$ cat src/rtl/ppcpu_trace_buffer_pkg.sv
// Shared definitions for the pipelined-CPU trace buffer.
//   trc_state_e : capture FSM states, encoded as reported on the State port
//   TRC_W       : width of one trace entry {PC, ID_Inst, WB_Alu}
//   trc_entry_t : packed view of one trace entry with named fields
//   trc_pack    : builds an entry from the three observed CPU signals
package ppcpu_trace_buffer_pkg;

  localparam int unsigned TRC_W = 96;

  typedef enum logic [1:0] {
    TRC_IDLE  = 2'd0,
    TRC_ARMED = 2'd1,
    TRC_POST  = 2'd2,
    TRC_DUMP  = 2'd3
  } trc_state_e;

  typedef struct packed {
    logic [31:0] pc;
    logic [31:0] inst;
    logic [31:0] alu;
  } trc_entry_t;

  function automatic trc_entry_t trc_pack(input logic [31:0] pc,
                                          input logic [31:0] inst,
                                          input logic [31:0] alu);
    trc_entry_t e;
    e.pc   = pc;
    e.inst = inst;
    e.alu  = alu;
    return e;
  endfunction

endpackage

$ cat src/rtl/ppcpu_trace_buffer_if.sv
// Read-out port of the trace buffer: valid/ready stream of captured entries.
//   RdValid : entry on RdPC/RdInst/RdAlu is valid
//   RdReady : sink accepts the current entry
//   RdPC    : entry PC field
//   RdInst  : entry instruction field
//   RdAlu   : entry ALU-result field
// master = trace buffer (source), slave = consumer (sink).
interface ppcpu_trace_buffer_if;
  logic        RdValid;
  logic        RdReady;
  logic [31:0] RdPC;
  logic [31:0] RdInst;
  logic [31:0] RdAlu;

  modport master (
    output RdValid,
    output RdPC,
    output RdInst,
    output RdAlu,
    input  RdReady
  );

  modport slave (
    input  RdValid,
    input  RdPC,
    input  RdInst,
    input  RdAlu,
    output RdReady
  );
endinterface

$ cat src/rtl/ppcpu_trace_buffer_ram.sv
// Trace storage: DEPTH x TRC_W, one synchronous write port and one
// asynchronous (combinational) read port. Storage is not reset.
//   clk_i   : clock
//   we_i    : write enable
//   waddr_i : write address
//   wdata_i : entry to write
//   raddr_i : read address
//   rdata_o : entry at raddr_i
module ppcpu_trace_ram
  import ppcpu_trace_buffer_pkg::*;
#(
  parameter int unsigned DEPTH = 16,
  parameter int unsigned AW    = 4
) (
  input  logic          clk_i,
  input  logic          we_i,
  input  logic [AW-1:0] waddr_i,
  input  trc_entry_t    wdata_i,
  input  logic [AW-1:0] raddr_i,
  output trc_entry_t    rdata_o
);

  trc_entry_t mem_q [DEPTH];

  always_ff @(posedge clk_i) begin
    if (we_i) begin
      mem_q[waddr_i] <= wdata_i;
    end
  end

  assign rdata_o = mem_q[raddr_i];

endmodule

$ cat src/rtl/ppcpu_trace_buffer.sv
// Trace buffer observing the pipelined CPU debug outputs.
// Once armed, one entry {PC, ID_Inst, WB_Alu} is recorded per clock into a
// circular buffer. A PC match against TrigPC freezes a window of up to DEPTH
// entries (pre-trigger history, the trigger entry, POST entries after it),
// which is then streamed out oldest-first over the valid/ready read port.
//   Clock   : clock, all state on rising edge
//   Resetn  : asynchronous active-low reset
//   Arm     : 1-cycle start/restart request
//   TrigPC  : PC value that fires the trigger
//   PC, ID_Inst, WB_Alu : observed CPU signals
//   rd      : read port (RdValid/RdReady/RdPC/RdInst/RdAlu)
//   State   : 0=IDLE 1=ARMED 2=POST 3=DUMP
//   Count   : entries currently held (0..DEPTH)
module ppcpu_trace_buffer
  import ppcpu_trace_buffer_pkg::*;
#(
  parameter int unsigned DEPTH = 16,
  parameter int unsigned AW    = 4,
  parameter int unsigned POST  = 8
) (
  input  logic                 Clock,
  input  logic                 Resetn,
  input  logic                 Arm,
  input  logic [31:0]          TrigPC,
  input  logic [31:0]          PC,
  input  logic [31:0]          ID_Inst,
  input  logic [31:0]          WB_Alu,
  ppcpu_trace_buffer_if.master rd,
  output logic [1:0]           State,
  output logic [AW:0]          Count
);

  localparam logic [AW:0]   CNT_FULL = (AW+1)'(DEPTH);
  localparam logic [AW-1:0] POST_LD  = AW'(POST);

  trc_state_e    state_q, state_d;
  logic [AW-1:0] wptr_q, wptr_d;
  logic [AW-1:0] rptr_q, rptr_d;
  logic [AW:0]   count_q, count_d;
  logic [AW-1:0] post_q, post_d;

  logic          we;
  logic [AW-1:0] wptr_inc;
  logic [AW:0]   count_sat_inc;
  logic          rd_valid;
  trc_entry_t    wr_entry;
  trc_entry_t    rd_entry;

  assign wr_entry      = trc_pack(PC, ID_Inst, WB_Alu);
  assign wptr_inc      = wptr_q + 1'b1;
  assign count_sat_inc = (count_q == CNT_FULL) ? count_q : count_q + 1'b1;
  assign rd_valid      = (state_q == TRC_DUMP) && (count_q != '0);

  ppcpu_trace_ram #(
    .DEPTH (DEPTH),
    .AW    (AW)
  ) u_ram (
    .clk_i   (Clock),
    .we_i    (we),
    .waddr_i (wptr_q),
    .wdata_i (wr_entry),
    .raddr_i (rptr_q),
    .rdata_o (rd_entry)
  );

  always_ff @(posedge Clock or negedge Resetn) begin
    if (!Resetn) begin
      state_q <= TRC_IDLE;
      wptr_q  <= '0;
      rptr_q  <= '0;
      count_q <= '0;
      post_q  <= '0;
    end else begin
      state_q <= state_d;
      wptr_q  <= wptr_d;
      rptr_q  <= rptr_d;
      count_q <= count_d;
      post_q  <= post_d;
    end
  end

  always_comb begin
    state_d = state_q;
    wptr_d  = wptr_q;
    rptr_d  = rptr_q;
    count_d = count_q;
    post_d  = post_q;
    we      = 1'b0;

    unique case (state_q)
      TRC_IDLE: begin
        if (Arm) begin
          state_d = TRC_ARMED;
          wptr_d  = '0;
          count_d = '0;
        end
      end

      TRC_ARMED: begin
        if (Arm) begin
          // Restart takes priority over both the write and a trigger match.
          wptr_d  = '0;
          count_d = '0;
        end else begin
          we      = 1'b1;
          wptr_d  = wptr_inc;
          count_d = count_sat_inc;
          if (PC == TrigPC) begin
            post_d  = POST_LD;
            state_d = TRC_POST;
          end
        end
      end

      TRC_POST: begin
        we      = 1'b1;
        wptr_d  = wptr_inc;
        count_d = count_sat_inc;
        post_d  = post_q - 1'b1;
        if (post_q == AW'(1)) begin
          // Oldest entry of the window sits Count slots behind the post-write
          // pointer; a full buffer truncates to rptr == wptr.
          state_d = TRC_DUMP;
          rptr_d  = wptr_inc - count_sat_inc[AW-1:0];
        end
      end

      TRC_DUMP: begin
        if (rd_valid && rd.RdReady) begin
          rptr_d  = rptr_q + 1'b1;
          count_d = count_q - 1'b1;
          if (count_q == (AW+1)'(1)) begin
            state_d = TRC_IDLE;
          end
        end
      end

      default: state_d = TRC_IDLE;
    endcase
  end

  assign rd.RdValid = rd_valid;
  assign rd.RdPC    = rd_valid ? rd_entry.pc   : '0;
  assign rd.RdInst  = rd_valid ? rd_entry.inst : '0;
  assign rd.RdAlu   = rd_valid ? rd_entry.alu  : '0;

  assign State = state_q;
  assign Count = count_q;

endmodule

$ cat src/flat_wrapper.sv
// flat-port wrapper written by rule: the top's interface ports become plain ports
module ppcpu_trace_buffer_flat import ppcpu_trace_buffer_pkg::*;
#(
  parameter int unsigned DEPTH = 16,
  parameter int unsigned AW    = 4,
  parameter int unsigned POST  = 8
)
  (Clock, Resetn, Arm, TrigPC, PC, ID_Inst, WB_Alu, State, Count, rd_RdValid, rd_RdPC, rd_RdInst, rd_RdAlu, rd_RdReady);
  ppcpu_trace_buffer_if rd_i ();
  input  logic Clock;
  input  logic Resetn;
  input  logic Arm;
  input  logic [31:0] TrigPC;
  input  logic [31:0] PC;
  input  logic [31:0] ID_Inst;
  input  logic [31:0] WB_Alu;
  output logic [1:0] State;
  output logic [AW:0] Count;
  output wire logic [$bits(rd_i.RdValid)-1:0] rd_RdValid;
  output wire logic [$bits(rd_i.RdPC)-1:0] rd_RdPC;
  output wire logic [$bits(rd_i.RdInst)-1:0] rd_RdInst;
  output wire logic [$bits(rd_i.RdAlu)-1:0] rd_RdAlu;
  input wire logic [$bits(rd_i.RdReady)-1:0] rd_RdReady;
  assign rd_RdValid = rd_i.RdValid;
  assign rd_RdPC = rd_i.RdPC;
  assign rd_RdInst = rd_i.RdInst;
  assign rd_RdAlu = rd_i.RdAlu;
  assign rd_i.RdReady = rd_RdReady;
  ppcpu_trace_buffer #(.DEPTH(DEPTH), .AW(AW), .POST(POST)) u_core (.Clock(Clock), .Resetn(Resetn), .Arm(Arm), .TrigPC(TrigPC), .PC(PC), .ID_Inst(ID_Inst), .WB_Alu(WB_Alu), .rd(rd_i), .State(State), .Count(Count));
endmodule
$ cat config.mk
export PLATFORM = sky130hd
export DESIGN_NAME = ppcpu_trace_buffer_flat
export DESIGN_NICKNAME = d
export VERILOG_FILES = /design/src/rtl/ppcpu_trace_buffer_pkg.sv /design/src/rtl/ppcpu_trace_buffer_if.sv /design/src/rtl/ppcpu_trace_buffer_ram.sv /design/src/rtl/ppcpu_trace_buffer.sv /design/src/flat_wrapper.sv
export SDC_FILE = /design/constraint.sdc
export NUM_CORES = 2
export LEC_CHECK = 0
export ABC_AREA = 1
export CAP_MARGIN = 10
export CORE_MARGIN = 2
export CORE_UTILIZATION = 40
export DETAILED_ROUTE_END_ITERATION = 12
export DONT_BUFFER_PORTS = 1
export GPL_TIMING_DRIVEN = 1
export SLEW_MARGIN = 30
export SYNTH_ARGS = -nofsm -noshare
export SYNTH_HDL_FRONTEND = slang
export SYNTH_SLANG_ARGS = --single-unit
$ cat constraint.sdc
create_clock -name Clock -period 6.02 [get_ports Clock]
set_clock_uncertainty 0.1 [all_clocks]
set_input_delay 1.806 -clock Clock [delete_from_list [all_inputs] [get_ports Clock]]
set_output_delay 1.806 -clock Clock [all_outputs]
set_load 0.005 [all_outputs]
==> flow_summary.json <==
{
  "nets": 4489,
  "htreeDepth": 4,
  "hold_class": "flip-flop to flip-flop",
  "synthArstFlopShare_pct": 1.22,
  "rows": 143,
  "first_global_vias": 36600,
  "numCtsBuffers": 160,
  "min_period_ns": 5.63,
  "synth_edf_count": 1536,
  "place_hpwl_um": 80800,
  "clockBufferDepth": 3,
  "synth_cell_types": 29,
  "wl_met1_um": 69600,
  "dieWidth_um": 395,
  "routed-wl-met3_um": 13400,
  "detail_route.drc_violations": 0,
  "slew_headroom_pct": 31.8,
  "status": "finished clean",
  "seqPwrFrac_pct": 42.0,
  "syn_to_final_growth_pct": 11.8,
  "worstMarginPinSlew_ns": 1.02,
  "slew_viol_final": 0,
  "max_stage_delay_ns": 0.70,
  "grt_overflow_total": 0,
  "pin_count": 236,
  "wl_per_cell_um": 25.2,
  "clk_latency_ns": 0.79,
  "cts_resized": 0,
  "hold_buffers": 0,
  "ys_seq_area_share_pct": 76.1,
  "initial_core_util_pct": 40.3,
  "root_buffer": "clkbuf_16",
  "crit_slowest_cell": "dfrtp_4",
  "max_freq_mhz": 178,
  "internal_power_mw": 19.8,
  "core_um2": 152000,
  "fp.dieH_um": 395,
  "viasPerCell": 5.78,
  "path_clk_slew_ns": 0.06,
  "cp.buffers_inverters": 2,
  "ant_nets": 0,
  "drt_wl_total_um": 164000,
  "rsz0062_at_grt": "no",
  "clock-sinks": 1555,
  "power_density_nw_per_um2": 436,
  "combPwrFrac_pct": 26.9,
  "ys_warn_count": 0,
  "place_area_um2": 63600,
  "critical_path_class": "flip-flop to output port",
  "tns_ns": 0,
  "syn_area_um2": 61300,
  "path_cells": "buf_12 -> buf_16 -> o21ai_0 -> o221ai_1 -> o211ai_1 -> a21oi_1",
  "setup_violations": 0,
  "antenna_found_initial": 6,
  "switchingPower_mw": 10.1,
  "grt_max_degree": 302,
  "required_ns": 4.11,
  "place_congestion": 0.752,
  "fin_ws_ns": 0.394,
  "end_kind": "output port",
  "post_cts_buffers": 0,
  "hold_viol_final": 0,
  "pwr-share-clk_pct": 31.1,
  "grt_usage_pct": 20.6,
  "p_leak_nw": 21.2,
  "postSynthCellCount": 4424,
  "fin_crit_sh_pct": 93.5,
  "drtIter0Drc": 3733,
  "ir_drop_mv": 0.642,
  "num_vias": 37500,
  "r2r_slack_ns": 2.40,
  "grt_pass1_wl_um": 240000,
  "syn_avg_cell_area_um2": 13.8,
  "crit_family": "compound AO/OA/AOI/OAI gates",
  "netSwitchingFraction_pct": 33.7,
  "fill_cells": 13400,
  "synth-seq-cells": 1555,
  "cts_tree": "done",
  "first_pass_iters": 6,
  "numPortBuffers": 0,
  "fin_total_pwr_mw": 29.9,
  "top_layer": "met5",
  "start_kind": "flip-flop",
  "dp_slack_ns": 1.28,
  "fin_area_um2": 68500,
  "maxCapViolCount": 0,
  "critical_path.max_fanout": 131,
  "drive_gt1_share_pct": 7.04,
  "cp.arrival_ns": 3.72,
  "synth_ff_type": "edfxtp_1",
  "syn_nets": 4575,
  "dr_wl_met2_um": 75900,
  "die_area_um2": 156000
}
==> flip-flops by register name, indices dropped and copies added (netlist names) <==
register,flops
u_core.State,2
u_core.rptr_q,4
u_core.post_q,4
u_core.wptr_q,4
u_core.Count,5
u_core.u_ram.mem_q,1536
==> metrics by stage <==
| stage | hold WS [ns] | instances | util, % |
|---|---|---|---|
| final | 0.403 | 6490 | 45.1 |
| after global routing | 0.452 | 6488 | 45.0 |
| after CTS | 0.411 | 6486 | 45.0 |
| after detailed placement | 0.396 | 6204 | 41.8 |
| after global placement | 0.385 | 6203 | 41.8 |
| after floorplan | 0.364 | 4424 | - |
==> final cells by class <==
class | instances | area [um2] | share of cell area [%]
Clock inverter | 79 | 681 | 0.993
Sequential cell | 1555 | 46600 | 68.0
Tap cell | 2030 | 2540 | 3.71
Clock buffer | 203 | 4170 | 6.08
Multi-Input combinational cell | 2461 | 13000 | 18.9
Inverter | 76 | 329 | 0.480
Antenna cell | 2 | 5.00 | 0.00730
Timing Repair Buffer | 84 | 1200 | 1.76
==> synth_stat cells (6+ instances only) <==
cell | n | area share [%]
edfxtp_1 | 1536 | 75
nor2_1 | 808 | 5.0
o21ai_0 | 670 | 5.5
o221ai_1 | 283 | 4.0
clkbuf_1 | 228 | 1.4
o21ai_1 | 115 | 0.94
nand3_1 | 113 | 0.92
nand2_1 | 108 | 0.66
o22ai_1 | 107 | 1.1
a21oi_1 | 106 | 0.87
o211ai_1 | 101 | 1.2
inv_1 | 72 | 0.44
buf_2 | 65 | 0.53
buf_4 | 20 | 0.25
dfrtp_1 | 19 | 0.78
ha_1 | 18 | 0.37
buf_6 | 16 | 0.29
xnor2_1 | 11 | 0.16
nand4_1 | 6 | 0.061
==> power groups by stage <==
stage,Combinational (mW),Sequential (mW),Clock (mW)
3_5_place_dp,7.97,12.8,0
5_1_grt,8.85,12.6,9.87
3_3_place_gp,7.88,12.8,0
6_report,8.02,12.6,9.29
2_1_floorplan,5.67,12.7,0
4_1_cts,7.99,12.6,9.44
==> path summary, 6_finish.rpt <==
path,end,startpoint,cells after the start
worst min register to register,u_core.post_q[1],u_core.post_q[1],2
min in group asynchronous,u_core.State[1],Resetn,0
worst max-delay path,rd_RdAlu[2],u_core.rptr_q[1],6
worst max register to register,u_core.u_ram.mem_q[4][18],u_core.State[1],9
max in group asynchronous,u_core.rptr_q[0],Resetn,0
worst min-delay path,u_core.post_q[1],u_core.post_q[1],2
==> logic make-up after synthesis <==
logic type | synth area share (%)
flip-flops | 76.1
XOR/XNOR | 0.229
AO/OA/AOI/OAI | 13.7
AND/OR/NAND/NOR | 6.64
buffers and inverters | 2.96
adder cells (fa/ha/maj) | 0.400
==> worst reg2reg max path, cell delays in order (launching register included) <==
cell and delay, ns:
dfrtp_1 0.44, inv_1 0.11, ha_1 0.17, inv_1 0.06, o21ai_0 0.32, inv_1 0.15, nor2_1 0.29, nand2_1 0.31
nor2_4 0.67, buf_4 0.60
==> cells in the final DEF (no fill, tap or decap), types with 11 or more instances in the layout <==
master	Yosys	final
a21oi_1	106	106
buf_12	0	41
buf_4	20	40
clkbuf_1	228	43
clkbuf_16	0	160
clkinv_1	0	37
clkinv_2	0	18
dfrtp_1	19	15
edfxtp_1	1536	1536
ha_1	18	18
inv_1	72	72
nand2_1	108	107
nand3_1	113	113
nor2_1	808	792
nor2_4	0	16
o211ai_1	101	101
o21ai_0	670	670
o21ai_1	115	115
o221ai_1	283	283
o22ai_1	107	107
xnor2_1	11	11
==> routing by layer <==
metal | track usage (%) | up-vias
met5 | 0 | -
met4 | 6.98 | 6
met2 | 32.6 | 1366
li1 | - | 16700
met3 | 5.37 | 276
met1 | 27.6 | 19100
Note: power is estimated with default switching activity, not from simulation.
